File: src/rtl/serial_comparator_pkg.sv
// Shared types for the bit-serial magnitude comparator: FSM states, the running
// decision, and the decision-to-{Y2,Y1,Y0} encoding used by the parallel comparators.
package serial_comparator_pkg;

   typedef enum logic [1:0] {
      IDLE  = 2'd0,
      SHIFT = 2'd1,
      DONE  = 2'd2
   } state_t;

   typedef enum logic [1:0] {
      EQ = 2'd0,
      LT = 2'd1,
      GT = 2'd2
   } decision_t;

   // {Y2,Y1,Y0} = {A>B, A==B, A<B}; exactly one bit set for any legal decision
   function automatic logic [2:0] decision_to_y(input decision_t d);
      case (d)
         GT:      decision_to_y = 3'b100;
         LT:      decision_to_y = 3'b001;
         default: decision_to_y = 3'b010;
      endcase
   endfunction

endpackage

File: src/rtl/serial_comparator_cmp_bit_cell.sv
// One MSB-first comparison step: the first differing bit pair resolves the decision,
// after which the decision is sticky.
module cmp_bit_cell
   import serial_comparator_pkg::*;
(
   input  logic       a_bit,
   input  logic       b_bit,
   input  logic [1:0] decision_in,
   output logic [1:0] decision_out
);

   always_comb begin
      decision_out = decision_in;
      if ((decision_in == EQ) && (a_bit != b_bit)) begin
         decision_out = a_bit ? GT : LT;
      end
   end

endmodule

File: src/rtl/serial_comparator.sv
// Bit-serial unsigned magnitude comparator, MSB first over a valid/ready handshake.
// Optional SERIAL_COMPARATOR_EARLY_EXIT_EN: finish on the first beat that resolves LT/GT.
module serial_comparator
   import serial_comparator_pkg::*;
#(
   parameter int WIDTH = 4,
   parameter int CNT_W = $clog2(WIDTH + 1)
) (
   input  logic clk,
   input  logic rst,
   input  logic start,
   input  logic in_vld,
   input  logic a_bit,
   input  logic b_bit,
   output logic in_rdy,
   output logic busy,
   output logic out_vld,
   output logic Y0,
   output logic Y1,
   output logic Y2
);

   state_t           state;
   state_t           next_state;
   logic [CNT_W-1:0] counter;
   logic [CNT_W-1:0] cnt_next;
   decision_t        decision;
   decision_t        cell_decision;
   logic [1:0]       cell_out;
   logic [2:0]       y_reg;
   logic             beat;
   logic             last_beat;
   logic             resolved;
   logic             finish;

   cmp_bit_cell u_cell (
      .a_bit        (a_bit),
      .b_bit        (b_bit),
      .decision_in  (decision),
      .decision_out (cell_out)
   );

   assign cell_decision = decision_t'(cell_out);
   assign beat          = (state == SHIFT) && in_vld;
   assign cnt_next      = counter + CNT_W'(1);
   assign last_beat     = (cnt_next == CNT_W'(WIDTH));

`ifdef SERIAL_COMPARATOR_EARLY_EXIT_EN
   // Decision can only leave EQ on the beat that resolves it, so this fires once
   assign resolved = (cell_decision != EQ);
`else
   assign resolved = 1'b0;
`endif

   assign finish = beat && (last_beat || resolved);

   always_ff @(posedge clk or posedge rst) begin
      if (rst) begin
         state <= IDLE;
      end else begin
         state <= next_state;
      end
   end

   always_comb begin
      next_state = state;
      case (state)
         IDLE:    if (start)  next_state = SHIFT;
         SHIFT:   if (finish) next_state = DONE;
         DONE:    next_state = IDLE;
         default: next_state = IDLE;
      endcase
   end

   // Result is captured on the finishing beat so it is visible alongside out_vld in DONE
   always_ff @(posedge clk or posedge rst) begin
      if (rst) begin
         counter  <= '0;
         decision <= EQ;
         y_reg    <= 3'b000;
      end else begin
         if ((state == IDLE) && start) begin
            counter  <= '0;
            decision <= EQ;
         end
         if (beat) begin
            counter  <= cnt_next;
            decision <= cell_decision;
         end
         if (finish) begin
            y_reg <= decision_to_y(cell_decision);
         end
      end
   end

   assign in_rdy  = (state == SHIFT);
   assign busy    = (state != IDLE);
   assign out_vld = (state == DONE);
   assign Y2      = y_reg[2];
   assign Y1      = y_reg[1];
   assign Y0      = y_reg[0];

endmodule

File: config.mk
export PLATFORM = sky130hd
export DESIGN_NAME = serial_comparator
export DESIGN_NICKNAME = d
export VERILOG_FILES = /design/src/rtl/serial_comparator_pkg.sv /design/src/rtl/serial_comparator_cmp_bit_cell.sv /design/src/rtl/serial_comparator.sv
export SDC_FILE = /design/constraint.sdc
export NUM_CORES = 1
export LEC_CHECK = 0
export BUFFER_PORTS_ARGS = -buffer_cell sky130_fd_sc_hd__buf_2
export CAP_MARGIN = 10
export CORE_MARGIN = 10
export CORE_UTILIZATION = 45
export DETAILED_ROUTE_END_ITERATION = 16
export GPL_ROUTABILITY_DRIVEN = 0
export PLACE_DENSITY = 0.7
export REMOVE_ABC_BUFFERS = 1
export SLEW_MARGIN = 20
export SYNTH_ARGS = -nofsm -noshare
export SYNTH_HDL_FRONTEND = slang
export SYNTH_HIERARCHICAL = 1
export SYNTH_SLANG_ARGS = --single-unit
File: constraint.sdc
create_clock -name clk -period 1.47 [get_ports clk]
set_input_delay 0.441 -clock clk [delete_from_list [all_inputs] [get_ports clk]]
set_output_delay 0.441 -clock clk [all_outputs]
set_load 0.01 [all_outputs]
==> run_results.csv <==
group,metric,value,unit
status,status,"finished with violations",
status,violations,"negative setup slack",
die,die_h,56.07,um
timing,min_period,1.479,ns
global_routing,antenna_found_initial,0,
logic_synthesis,avgSynthCellArea,10.84,sq um
global_routing,grt_overflow_total,0,
critical_path,endpoint_kind,"output port",
critical_path,start_kind,"flop",
hold_path,hold_path_class,"primary input to async pin",
timing,tightest_slew,0.3848,ns
power,cellInternalPower,0.9441,mW
clocking,cts_max_level,1,
finish,area_growth,29.27,%
clocking,clkTransAtPathRegs,0.06,ns
timing,setup_viol,2,
die,start_util,50.00,%
finish,finalNetCount,87,
timing,fmax,676.1,MHz
global_routing,grt_pass1_vias,475,
clocking,holdBufCountCts,0,
clocking,cts.sinks,10,
logic_synthesis,ys_seq_area_share,42.74,%
timing,fin_ws,-0.009022,ns
drt,postRouteAntennaNets,0,
die,pin_count,12,
logic_synthesis,yosysUniqueCellTypes,20,
drt,first_pass_iters,4,
timing,slew_violations,0,
global_routing,grt_max_degree,13,
placement,io_buffers,11,
die,die-area,0.003144,sq mm
die,die_w,56.07,um
timing,rsz0062_at_grt,"yes",
power,p_leak,0.4232,nW
drt,drt_iter0_markers,4,
global_routing,grt_pass1_wl,2.173,mm
finish,diodes,0,
critical_path,crit_chain,"or2_4 > buf_6",
finish,fillCellCount,111,
clocking,cts-root-buf,"clkbuf_4",
critical_path,slowest_stage,"dfrtp_1",
finish,drive_gt1_share,38.67,%
finish,final_util,64.64,%
critical_path,startpoint,"state[0]",
run,max-cap-violations,0,
finish,final_cell_mix,"10 x dfrtp_1, 10 x buf_2, 9 x inv_1, 6 x buf_4",
drt,wl,1.305,mm
drt,drc,0,
critical_path,required,1.03,ns
power,power_frac_comb,54.8,%
timing,relSlewSlack,74.32,%
power,swShare,36.70,%
timing,fin_hold_ws,0.1407,ns
power,clockPowerShare,12.5,%
placement,post-place-ws,-0.1399,ns
timing,hold_viol,0,
drt,vias_per_cell,5.258,
clocking,clk_latency,0.27,ns
logic_synthesis,synth_seq_cells,10,
die,core_area,0.001171,sq mm
power,power_density,1970,mW/mm^2
drt,vias,468,
power,seq_power_share,32.7,%
logic_synthesis,syn-cell-area,585.6,sq um
clocking,clk_path_buf_depth,2,
critical_path,path_max_fanout,4,
placement,dp_hpwl,872,um
critical_path,slowest_delay,0.41,ns
clocking,cts_buffers,3,
timing,finalSetupTns,-0.01069,ns
clocking,cts_tree,"done",
drt,routedWlPerCell,14.66,um
critical_path,rr_startpoint,"decision[1]",
power,netSwitchingPower,0.5473,mW
timing,clock-skew-final,0.002623,ns
critical_path,path_class,"flop to output port",
logic_synthesis,synthCells,54,
logic_synthesis,ys_warn_count,6,
power,peakVddDrop,0.0009769,V
global_routing,grt_usage,8.658,%
die,rows,12,
critical_path,arrival,1.04,ns
timing,period_share,100.6,%
-- cells by family after synthesis --
group	Yosys count	synth area share, %
DFF	10	42.74
and+or+nand+nor	20	23.93
AOI/OAI and AO/OA	7	10.47
adders and majority gates	4	8.547
buffers and inverters	10	6.623
muxes	3	7.692
-- path summary, 6_finish.rpt --
kind,slack (ns),cells after the start,to
max,-0.009,2,busy
min,0.14,2,state[1]
max reg2reg,0,5,y_reg[1]
min reg2reg,0.51,1,y_reg[0]
max in group asynchronous,1.05,2,decision[1]
min in group clk,0.51,1,y_reg[0]
-- routing by layer --
metal / global-route usage, % / vias to the layer above / routed length (um)
li1: - / 229 / -
met2: 14.33 / 14 / 645
met5: 0 / - / 0
met1: 8.940 / 218 / 533
met4: 5.119 / 0 / 51
met3: 3.417 / 7 / 75
-- what timing repair did --
action	in CTS	in global routing
pin swaps	1	3
gates resized for setup	2	3
buffers inserted	3	2
setup endpoints to repair	2	4
hold endpoints to repair	0	0
-- cell type report --
cell class | instances | area [sq um] | area share [%]
inverters | 9 | 33.78 | 4.463
well taps | 14 | 17.52 | 2.314
repair buffers | 19 | 128.9 | 17.02
flip-flops and latches | 10 | 250.2 | 33.06
multi-input cells | 34 | 304.0 | 40.17
clock buffers | 3 | 22.52 | 2.975
-- synthesized netlist by cell type --
library cell	instances	share of area [%]
nand2b_1	2	2.1
mux2_4	3	7.7
nand2_1	3	1.9
nor3b_1	1	1.3
and2_1	1	1.1
nor2b_1	2	2.1
nand3_1	1	0.85
or2b_1	1	1.3
o221ai_1	5	7.5
ha_1	4	8.5
nand4b_4	1	4.1
buf_2	1	0.85
nor2_1	1	0.64
dfrtp_1	10	43
o21ba_2	1	1.7
nand3b_1	5	6.4
a21o_1	1	1.3
or2_2	1	1.1
inv_1	9	5.8
or2_1	1	1.1
-- through the flow --
| step | cells | instance area, sq um | power [mW] |
|---|---|---|---|
| 4_1_cts | 87 | 729.5 | 1.455 |
| 6_report | 89 | 757.0 | 1.491 |
| 3_3_place_gp | 81 | 675.6 | 1.162 |
| 5_1_grt | 89 | 757.0 | 1.622 |
| 3_5_place_dp | 81 | 675.6 | 1.189 |
| 2_1_floorplan | 53 | 580.6 | 0.9488 |
-- power by group through the flow --
stage,clock network [mW],registers [mW],logic [mW]
global placement,0,0.484,0.679
floorplan,0,0.529,0.420
finish,0.186,0.488,0.817
CTS,0.192,0.484,0.779
global route,0.201,0.506,0.915
detailed placement,0,0.492,0.697
-- critical path, delay by kind of cell, from the launching register on --
kind          cells  cell delay, ns
buf+inv           1            0.12
simple gates      1            0.24
flops             1            0.41
(Power assumes the default switching activity.)
